==> src/rtl/gb_freq_sweep.sv <==
// Channel-1 frequency sweep: periodically shifts the pulse channel period and
// latches a mute flag on overflow, with trigger-time and post-write checks.
module gb_freq_sweep #(
  parameter int unsigned FREQ_W  = 11,
  parameter int unsigned PACE_W  = 3,
  parameter int unsigned SHIFT_W = 3
) (
  input  logic              clk,
  input  logic              reset,
  input  logic              clk_sweep,
  input  logic              trigger,
  input  logic [PACE_W-1:0] sweep_pace,
  input  logic              sweep_decreasing,
  input  logic [SHIFT_W-1:0] num_sweep_shifts,
  input  logic [FREQ_W-1:0] frequency,
  output logic              overflow,
  output logic [FREQ_W-1:0] shadow_frequency,
  output logic              freq_update,
  output logic              busy
);

  typedef enum logic [1:0] {IDLE, TRIG_CHK, CALC, POST_CHK} state_t;

  localparam logic [PACE_W:0] TIMER_ONE = {{PACE_W{1'b0}}, 1'b1};

  state_t          r_state;
  logic [PACE_W:0] r_timer;
  logic            r_enabled;
  logic            r_neg_used;

  logic [FREQ_W:0] w_shadow_ext;
  logic [FREQ_W:0] w_delta;
  logic [FREQ_W:0] w_target;
  logic            w_calc_ovf;
  logic [PACE_W:0] w_reload;
  logic            w_pace_zero;
  logic            w_shift_zero;

  always_comb begin
    w_shadow_ext = {1'b0, shadow_frequency};
    w_delta      = w_shadow_ext >> num_sweep_shifts;
    w_target     = sweep_decreasing ? (w_shadow_ext - w_delta) : (w_shadow_ext + w_delta);
    // Subtraction can never go below zero, so only the add path can overflow.
    w_calc_ovf   = !sweep_decreasing && w_target[FREQ_W];
    w_pace_zero  = (sweep_pace == '0);
    w_shift_zero = (num_sweep_shifts == '0);
    w_reload     = '0;
    if (w_pace_zero) w_reload[PACE_W] = 1'b1;
    else             w_reload = {1'b0, sweep_pace};
  end

  assign busy = (r_state != IDLE);

  always_ff @(posedge clk or posedge reset) begin
    if (reset) begin
      r_state          <= IDLE;
      r_timer          <= '0;
      r_enabled        <= 1'b0;
      r_neg_used       <= 1'b0;
      overflow         <= 1'b0;
      shadow_frequency <= '0;
      freq_update      <= 1'b0;
    end else begin
      freq_update <= 1'b0;
      if (trigger) begin
        shadow_frequency <= frequency;
        r_timer          <= w_reload;
        overflow         <= 1'b0;
        r_neg_used       <= 1'b0;
        r_enabled        <= !w_pace_zero || !w_shift_zero;
        r_state          <= w_shift_zero ? IDLE : TRIG_CHK;
      end else begin
        // Every non-IDLE state evaluates the target, so any of them marks negate use.
        if (r_state != IDLE && sweep_decreasing) r_neg_used <= 1'b1;
        if (r_neg_used && !sweep_decreasing)     overflow   <= 1'b1;
        case (r_state)
          IDLE: begin
            if (clk_sweep) begin
              if (r_timer > TIMER_ONE) begin
                r_timer <= r_timer - TIMER_ONE;
              end else begin
                r_timer <= w_reload;
                if (r_enabled && !w_pace_zero && !overflow) r_state <= CALC;
              end
            end
          end
          TRIG_CHK, POST_CHK: begin
            if (w_calc_ovf) overflow <= 1'b1;
            r_state <= IDLE;
          end
          CALC: begin
            if (w_calc_ovf) begin
              overflow <= 1'b1;
              r_state  <= IDLE;
            end else if (!w_shift_zero) begin
              shadow_frequency <= w_target[FREQ_W-1:0];
              freq_update      <= 1'b1;
              r_state          <= POST_CHK;
            end else begin
              r_state <= IDLE;
            end
          end
          default: r_state <= IDLE;
        endcase
      end
    end
  end

endmodule

==> config.mk <==
export PLATFORM = sky130hd
export DESIGN_NAME = gb_freq_sweep
export DESIGN_NICKNAME = d
export VERILOG_FILES = /design/src/rtl/gb_freq_sweep.sv
export SDC_FILE = /design/constraint.sdc
export NUM_CORES = 1
export LEC_CHECK = 0
export CORE_MARGIN = 10
export CORE_UTILIZATION = 50
export CTS_CLUSTER_DIAMETER = 100
export CTS_CLUSTER_SIZE = 20
export DETAILED_ROUTE_END_ITERATION = 10
export GPL_ROUTABILITY_DRIVEN = 0
export GPL_TIMING_DRIVEN = 0
export PLACE_DENSITY = 0.75
export SETUP_SLACK_MARGIN = 0.05
export SLEW_MARGIN = 20
export SYNTH_ARGS = -nofsm -noshare
export SYNTH_HDL_FRONTEND = slang
export SYNTH_SLANG_ARGS = --single-unit
==> constraint.sdc <==
create_clock -name clk -period 5.5 [get_ports clk]
set_input_delay 0.55 -clock clk [delete_from_list [all_inputs] [get_ports clk]]
set_output_delay 0.55 -clock clk [all_outputs]
set_load 0.01 [all_outputs]
# == Yosys cells after proc, flatten, opt, wreduce, memory -nomap -nowiden ==
# Cells that the tools add are included.
# totals
n_memories,0
elab_cells,72
latch_bits,0
reg_bits,21
mem_bits_rw,0
output_inout_bits,14
rom_bits,0
# classes
bitwise,0
shifts,1
div_mod_pow,0
n_addsub,3
multipliers,0
reduce_logical,23
muxes,29
eq_ne,8
order_cmp,1
# ops
operator,n
2-to-1 mux 11 bit,4
2-to-1 mux 4 bit,4
adder 11 x 12 -> 12 bit,1
2-to-1 mux 1 bit,12
2-to-1 mux 12 bit,1
2-to-1 mux 2 bit,6
>> shifter 11 x 3 -> 12 bit,1
subtractor 11 x 12 -> 12 bit,1
nonzero test 2 bit,5
!= test 3 bit (second input constant),3
logical NOT 3 bit,2
case mux 2 bit (3 select lines),1
AND reduction 3 bit,2
logical AND 1 bit,5
== test 2 bit (second input constant),2
> comparator 4 x 1 -> 1 bit (second input constant),1
logical NOT 1 bit,4
!= test 2 bit (second input constant),2
subtractor 4 x 1 -> 4 bit (second input constant),1
2-to-1 mux 3 bit,1
OR reduction 3 bit,1
== test 2 x 1 -> 1 bit (second input constant),1
logical NOT 2 bit,1
AND reduction 2 bit,1
other kinds (2),2

# == Longest topological paths before layout ==
# Gate-level depths: netlist of run 1.
# logic_depth
ltp_word,9
depth_mapped,23

# == Worst setup path before layout of run 1 ==
# OpenSTA, ideal clock, no wires.
# synth_path
path_type,input to register
from,input num_sweep_shifts[0]
to,register shadow_frequency[7]
slack_ns,0.548
arrival_ns,4.826
stages,21
setup_time_ns,0.126
cell_sequence,buf_6 > clkbuf_1 > clkbuf_1 > mux4_2 > o21ai_0 > ha_1 > inv_1 > a2111oi_1 > nand2_1 > nor2_1 > nor2_1 > xnor2_1 > ha_1 > a21o_1 > a211oi_1 > nor2_1 > a211oi_1 > mux2i_1 > and3_4 > buf_6 > a221o_1
# synth_between
elab_chain_cells,7
elab_cells_between_ends,13
# synth_lines
element,line_no,text
"start, declared",14,"input logic [SHIFT_W-1:0] num_sweep_shifts,"
>> shifter 11 x 3 -> 12 bit,41,w_delta = w_shadow_ext >> num_sweep_shifts;
adder 11 x 12 -> 12 bit or subtractor 11 x 12 -> 12 bit (tied branches),42,w_target = sweep_decreasing ? (w_shadow_ext - w_delta) : (w_shadow_ext + w_delta);
2-to-1 mux 12 bit,42,
2-to-1 mux 11 bit,95,end else if (!w_shift_zero) begin
2-to-1 mux 11 bit,92,if (w_calc_ovf) begin
2-to-1 mux 11 bit,76,case (r_state)
2-to-1 mux 11 bit,65,if (trigger) begin
"end signal, assigned",66,shadow_frequency <= frequency;
"end signal, assigned",96,shadow_frequency <= w_target[FREQ_W-1:0];
"end, declared",17,"output logic [FREQ_W-1:0] shadow_frequency,"
# Several ways; a longest one is shown, not always the timed one. The select of a mux whose other input is x is not followed.
# A chain may end at the register's enable or synchronous reset.

# == Worst setup path in the final report of run 1 ==
# layout_path
from,input num_sweep_shifts[2]
to,register shadow_frequency[9]
# The elaborated chain is that of the path after synthesis.

==> key figures, run 1 <==
Final layout
  – Area Overhead vs Synth: 19.3%
  – Share of post-route cells with drive strength above 1: 10.0%
  – # nets final: 358
  – Fillcell total: 414
  – Most frequent cells in the layout: nor2_1, clkdlybuf4s50_1, inv_1
  – Diodes inserted: 0
  – Most common cell after layout, fill and taps aside: nor2_1

Worst setup path
  – CP Capture Point: shadow_frequency[9]
  – Worst-case reg-to-reg path depth: 17
  – Cell family with most CP delay: compound AO/OA/AOI/OAI gates
  – Bufs and invs on worst path: 4
  – Crit path kind: input pin to flip-flop
  – Critical path startpoint: num_sweep_shifts[2]
  – Worst r2r dst: shadow_frequency[9]
  – CP peak stage delay: 0.65 ns
  – Crit path launch type: input pin
  – Crit path capture type: flip-flop
  – Reg-to-reg slack, setup: 0.89 ns
  – CP Max Fanout: 19
  – Worst path depth: 23
  – Worst path required time: 5.64 ns
  – Reg2Reg Launch Point: shadow_frequency[8]
  – CP max-delay cell: clkdlybuf4s50_1
  – CP cell instances: clkdlybuf4s50_1, buf_6, mux2i_1, nand2_1, o21ai_0, nand2_1, o21ai_0, ha_1, inv_1, a2111oi_4, nand2_1, nor2_1, nor2_1, xnor2_1, ha_1, a21o_1, a211oi_1, nor2_1, a211oi_1, mux2i_1, and3_4, buf_6, a221o_1
  – Worst path arrival time: 5.19 ns

GRT
  – Grt total ovfl: 0
  – GRT Total Usage: 17.0%
  – Pin count of the biggest net entering global routing: 22
  – Vias in the first global route: 2267
  – Global-route wire length before repair: 10900 um
  – Initial antenna violation count: 0

Timing
  – Worst relative slew slack: 45.4%
  – Fmax: 0.198 GHz
  – Final Skew: 0.00352 ns
  – Final Max Slew Viols: 0
  – Setup Viol. Count Final: 0
  – Minimum clock period: 5.04 ns
  – Fin. Hold Viols: 0
  – RSZ-0062 raised after global routing: false
  – Worst Tran Pin Value: 0.818 ns
  – Fin crit share: 91.7%
  – Worst hold slack: 0.529 ns

Die
  – Core outline area: 4690 um^2
  – Die height: 89.5 um
  – Die area: 8020 um^2
  – Die Wd: 89.5 um
  – Row cnt: 25
  – I/O pin count: 36
  – Starting Density: 51.5%

Clock network
  – Post-CTS Hold Fix Bufs: 0
  – CTS tree: built
  – CTS sink count: 21
  – Cts bufs inserted: 3
  – Root cell of the clock tree: clkbuf_8
  – Setup bufs post-CTS: 0
  – H-tree levels: 1
  – Worst skew pair latency: 0.26 ns
  – CTS max path bufs: 2
  – Reg clk slew, reported paths: 0.08 ns

Synth
  – Syn Area/Cell: 8.51 um^2
  – Synth Register Bits: 21
  – Ys async rst share: 100%
  – Library cells used by synthesis: 48
  – EDFF count, synth: 0
  – Syn Nets: 321
  – Area fraction of the dominant cell type after synthesis: 21.7%
  – Cells after synthesis: 284
  – Yosys warnings: 0
  – Area leader, netlist: dfrtp_1
  – Synth Flop Type: dfrtp_1
  – Mapped Area: 2420 um^2
  – Register area share after synthesis: 21.7%
  – Area contributors post-synth: dfrtp_1, mux4_2, ha_1

Power and ir drop
  – Total Power: 0.000701 W
  – LEAKAGE: 1.16 nW
  – Switching power: 0.000290 W
  – Peak VDD IR: 181 uV
  – Pint: 0.000411 W
  – Clock power frac: 14.7%
  – Combinational group share of total power: 55.9%
  – Power Density: 243 nW/um^2
  – Sw Share: 41.4%
  – Flop pwr share: 29.4%

Run status
  – Status: finished clean

Detailed routing
  – DRT Pass-1 Iters: 4
  – Final ANT Viol Nets: 0
  – Final WL: 6540 um
  – Drt via density: 6.14
  – Vias: 2297
  – DR WL/cell: 17.5 um
  – DRC Markers: 0
  – Drt initial violations: 165

Min path
  – Hold WC Path Type: flip-flop to flip-flop

Placed design
  – Port buffer count: 33
  – DPL Wire Length: 5150 um

Job
  – Max cap viols: 0
-- cell type report --
cell class                 instances  area, um^2  area share (%)
clock buffer                       4        45.0            1.56
inverter                          23        86.3            2.99
buffer                            15        82.6            2.86
timing repair buffer              33         330            11.5
sequential                        21         526            18.2
multi-input combinational        224        1750            60.5
tap                               54        67.6            2.34
-- layer usage --
layer	GRT usage, %	routed length (um)	vias up
met1	22.1	2930	1080
met2	28.8	3130	77
met4	3.47	71	0
met3	2.83	406	8
met5	0	0	-
li1	-	-	1132
-- synth_stat cells (all sizes together), types with 2 or more instances --
master and count:
mux4 9, xnor2 13, ha 14, nand3 3, mux2 4, o21a 7, or3 3, o31ai 2
nor2b 5, o2111a 2, inv 23, mux2i 5, and2 3, nand2 11, o2111ai 2, a21oi 18
clkbuf 12, nor3 10, a211oi 17, nor2 36, o21ai 9, a21o 3, or2 4, nor3b 3
nand2b 4, buf 4, a2111oi 2, o21bai 4, o211ai 3, and3 3, xor2 3, a31oi 2
a221oi 2, a221o 9, dfrtp 21
-- sequential cells by signal (all words and copies together) (netlist names) --
name	flops
shadow_frequency	11
r_timer	4
r_state	2
freq_update	1
overflow	1
r_enabled	1
r_neg_used	1
-- power groups by stage --
stage	Combinational [W]	Sequential, W	Clock (W)
finish	0.000392	0.000206	0.000103
global route	0.000437	0.000209	0.000110
CTS	0.000389	0.000205	0.000102
detailed placement	0.000385	0.000208	0
global placement	0.000381	0.000207	0
floorplan	0.000284	0.000202	0
-- logic make-up (layout without fill, tap and decap cells) --
family / after synthesis / count (layout) / synth area share [%]
simple gates: 88 / 88 / 18.3
compound gates: 87 / 87 / 27.0
buf+inv: 39 / 75 / 6.78
flops: 21 / 21 / 21.7
mux: 18 / 18 / 12.3
xor+xnor: 16 / 16 / 5.80
fa+ha+maj: 15 / 15 / 8.07
-- repair_timing --
action	4_1_cts	5_1_grt
setup endpoints to repair	13	14
resized for setup	1	8
pin swaps	0	0
-- worst min-delay path, cell delays in order, from the launching register on --
cell and delay (ns):
dfrtp_1 0.35, a21oi_1 0.04, nor2_1 0.09
-- worst min path at each step --
| stage | start | end | depth (start not counted) |
|---|---|---|---|
| final | r_neg_used | r_neg_used | 2 |
| after global routing | r_enabled | r_enabled | 2 |
| after CTS | r_neg_used | r_neg_used | 2 |
| after detailed placement | r_neg_used | r_neg_used | 2 |
| after global placement | r_neg_used | r_neg_used | 2 |
| after floorplan | r_neg_used | r_neg_used | 2 |
-- per-stage QoR --
| stage | instance area (um^2) | setup TNS [ns] | std cells | worst slack [ns] | util (%) |
|---|---|---|---|---|---|
| final | 2880 | 0 | 374 | 0.457 | 61.4 |
| after global placement | 2820 | -6.09 | 371 | -0.524 | 60.0 |
| after CTS | 2860 | 0 | 374 | 0.125 | 61.0 |
| after floorplan | 2420 | 0 | 284 | 0.548 | - |
| after global routing | 2880 | 0 | 374 | 0.0806 | 61.4 |
| after detailed placement | 2820 | -5.29 | 371 | -0.475 | 60.0 |
No activity file was read; power rests on OpenSTA's default activity.
==> run 2, diff against run 1 <==
--- a/config.mk
+++ b/config.mk
@@ -12,7 +12,7 @@
 export DETAILED_ROUTE_END_ITERATION = 10
 export GPL_ROUTABILITY_DRIVEN = 0
 export GPL_TIMING_DRIVEN = 0
-export PLACE_DENSITY = 0.75
+export PLACE_DENSITY = 0.86
 export SETUP_SLACK_MARGIN = 0.05
 export SLEW_MARGIN = 20
 export SYNTH_ARGS = -nofsm -noshare
==> constraint.sdc (replaced) <==
create_clock -name clk -period 4.79 [get_ports clk]
set_input_delay 0.479 -clock clk [delete_from_list [all_inputs] [get_ports clk]]
set_output_delay 0.479 -clock clk [all_outputs]
set_load 0.01 [all_outputs]
==> run 2 against run 1 <==
Net effect: design area rose by 0.91%; count of clock-buffer cells in the layout fell by 1; final cell count increased by 0.53%; critical path type unchanged; critical endpoint is now shadow_frequency[1]; global-route usage rose by 0.59 points; largest power group unchanged; die area unchanged; register-to-register slack got worse by 0.56 ns.
==> key figures, run 2 (same netlist as run 1, synthesis figures left out) <==
Die
  – Row cnt: 25 (unchanged)
  – Die height: 89.5 um (unchanged)
  – I/O pin count: 36 (unchanged)
  – Die Wd: 89.5 um (unchanged)
  – Core outline area: 4690 um^2 (unchanged)
  – Die area: 8020 um^2 (unchanged)
  – Starting Density: 51.5% (unchanged)

Final layout
  – # nets final: 360 (was 358)
  – Most common cell after layout, fill and taps aside: nor2_1 (unchanged)
  – Reg with most FFs: shadow_frequency (unchanged)
  – Share of post-route cells with drive strength above 1: 11.8% (was 10.0%)
  – Fillcell total: 413 (was 414)
  – Largest registers: shadow_frequency (11), r_timer (4), r_state (2) (unchanged)
  – Most frequent cells in the layout: nor2_1, clkdlybuf4s50_1, inv_1 (unchanged)
  – Post-Layout Cell Count: 376 (was 374)
  – Area Overhead vs Synth: 20.3% (was 19.3%)
  – Max reg flops: 11 (unchanged)
  – Diodes inserted: 0 (unchanged)

Power and ir drop
  – Power Density: 280 nW/um^2 (was 243 nW/um^2)
  – Peak VDD IR: 155 uV (was 181 uV)
  – LEAKAGE: 1.18 nW (was 1.16 nW)
  – Total Power: 0.000814 W (was 0.000701 W)

Job
  – Max cap viols: 0 (unchanged)

Clock network
  – CTS sink count: 21 (unchanged)
  – Worst skew pair latency: 0.26 ns (about the same)
  – Reg clk slew, reported paths: 0.08 ns (about the same)
  – Cts bufs inserted: 3 (unchanged)
  – Root cell of the clock tree: clkbuf_8 (unchanged)
  – CTS tree: built (unchanged)
  – H-tree levels: 1 (unchanged)
  – CTS max path bufs: 2 (unchanged)

Timing
  – Setup ws final: 0.243 ns (was 0.457 ns)
  – Worst hold slack: 0.517 ns (was 0.529 ns)
  – Fin crit share: 94.9%
  – Fin. Hold Viols: 0 (unchanged)
  – RSZ-0062 raised after global routing: false (unchanged)
  – Worst Tran Pin Value: 0.800 ns (was 0.818 ns)
  – Final Max Slew Viols: 0 (unchanged)
  – Fmax: 0.220 GHz
  – Setup Viol. Count Final: 0 (unchanged)
  – Final Skew: 0.00403 ns (was 0.00352 ns)
  – Worst relative slew slack: 46.6% (was 45.4%)
  – Minimum clock period: 4.55 ns

GRT
  – Initial antenna violation count: 0 (unchanged)
  – GRT Total Usage: 17.6% (was 17.0%)
  – Pin count of the biggest net entering global routing: 22 (unchanged)
  – Grt total ovfl: 0 (unchanged)
  – Global-route wire length before repair: 11300 um (was 10900 um)
  – Vias in the first global route: 2352 (was 2267)

Placed design
  – Placed insts: 371 (unchanged)
  – DPL Wire Length: 5280 um (was 5150 um)
  – Dpl ws: -1.08 ns (was -0.475 ns)
  – Port buffer count: 33 (unchanged)

Worst setup path
  – CP max-delay cell: mux4_2 (was clkdlybuf4s50_1)
  – Cell family with most CP delay: compound AO/OA/AOI/OAI gates (unchanged)
  – CP peak stage delay: 0.51 ns (was 0.65 ns)
  – Crit path capture type: flip-flop (unchanged)
  – CP cell instances: buf_6, clkbuf_4, clkbuf_8, mux4_2, o21ai_1, ha_1, inv_1, a2111oi_4, nand2_1, nor2_1, nor2_1, xnor2_1, ha_1, a21o_1, a211oi_2, nor2_1, a211oi_1, mux2i_1, and3_4, buf_6, a221o_1 (was clkdlybuf4s50_1, buf_6, mux2i_1, nand2_1, o21ai_0, nand2_1, o21ai_0, ha_1, inv_1, a2111oi_4, nand2_1, nor2_1, nor2_1, xnor2_1, ha_1, a21o_1, a211oi_1, nor2_1, a211oi_1, mux2i_1, and3_4, buf_6, a221o_1)
  – Bufs and invs on worst path: 5 (was 4)
  – Worst r2r dst: shadow_frequency[1] (was shadow_frequency[9])
  – Reg2Reg Launch Point: shadow_frequency[8] (unchanged)
  – Reg-to-reg slack, setup: 0.33 ns (was 0.89 ns)
  – Crit path kind: input pin to flip-flop (unchanged)
  – Worst path arrival time: 4.70 ns (was 5.19 ns)
  – Crit path launch type: input pin (unchanged)
  – Worst path required time: 4.94 ns (was 5.64 ns)
  – Top cell by count, worst path: nor2_1
  – Worst-case reg-to-reg path depth: 17 (unchanged)
  – CP Max Fanout: 10 (was 19)

Min path
  – Hold WC Path Type: flip-flop to flip-flop (unchanged)
  – WHS Path Cells: 2 (unchanged)
  – Worst Hold End: r_neg_used (unchanged)
  – Min-delay src: r_neg_used (unchanged)

Detailed routing
  – Drt via density: 6.29 (was 6.14)
  – Drt initial violations: 272 (was 165)
  – Final ANT Viol Nets: 0 (unchanged)
  – Final WL: 6890 um (was 6540 um)
  – DRC Markers: 0 (unchanged)
  – Vias: 2366 (was 2297)
  – DR WL/cell: 18.3 um (was 17.5 um)
  – DRT Pass-1 Iters: 4 (unchanged)

Run status
  – Status: finished clean (unchanged)
run 2: worst max-delay path by stage:
stage / cells past startpoint / start / slack [ns] / to
floorplan: 21 / num_sweep_shifts[0] / 0.16 / shadow_frequency[7]
global placement: 23 / num_sweep_shifts[2] / -0.88 / shadow_frequency[3]
detailed placement: 21 / num_sweep_shifts[2] / -1.08 / shadow_frequency[1]
CTS: 23 / num_sweep_shifts[2] / 0.13 / shadow_frequency[1]
global route: 20 / num_sweep_shifts[0] / 0.05 / shadow_frequency[8]
finish: 21 / num_sweep_shifts[0] / 0.24 / shadow_frequency[1]
run 2: where the power goes:
group | internal (W) | switching, W | total [W]
registers | 0.000200 | 0.0000373 | 0.000238
logic | 0.000216 | 0.000243 | 0.000459
clock network | 0.0000580 | 0.0000592 | 0.000117
run 2: area by class of cell:
class	count	area, um^2	share of cell area, %
Buffer	16	97.6	3.35
Timing Repair Buffer	34	333	11.4
Clock inverter	1	5.00	0.172
Inverter	23	86.3	2.97
Tap cell	54	67.6	2.32
Sequential cell	21	526	18.1
Multi-Input combinational cell	224	1750	60.3
Clock buffer	3	41.3	1.42
run 2: metal layers:
metal / up-vias / track usage, % / share of wire, %
li1: 1131 / - / -
met1: 1126 / 22.7 / 43
met2: 93 / 28.8 / 48
met3: 16 / 3.19 / 6.2
met4: 0 / 6.07 / 2.2
met5: - / 0 / 0
run 2: timing repair:
item | CTS | global route
endpoints found under the setup margin | 15 | 13
hold buffers | 0 | 0
setup buffers | 0 | 1
resized for setup | 9 | 6
hold endpoints to repair | 0 | 0
run 2: worst min-delay path: cells and delay by family, from the launching register on:
| family | cells | cell delay [ns] |
|---|---|---|
| DFF | 1 | 0.36 |
| and+or+nand+nor | 1 | 0.07 |
| AOI/OAI and AO/OA | 1 | 0.05 |
run 2: metrics by stage:
step           TNS, ns  utilization, %  cell area (um^2)
2_1_floorplan        0               -              2420
3_3_place_gp    -11.50            60.1              2820
3_5_place_dp    -14.43            60.1              2820
4_1_cts              0            61.7              2900
5_1_grt              0            62.0              2910
6_report             0            62.0              2910
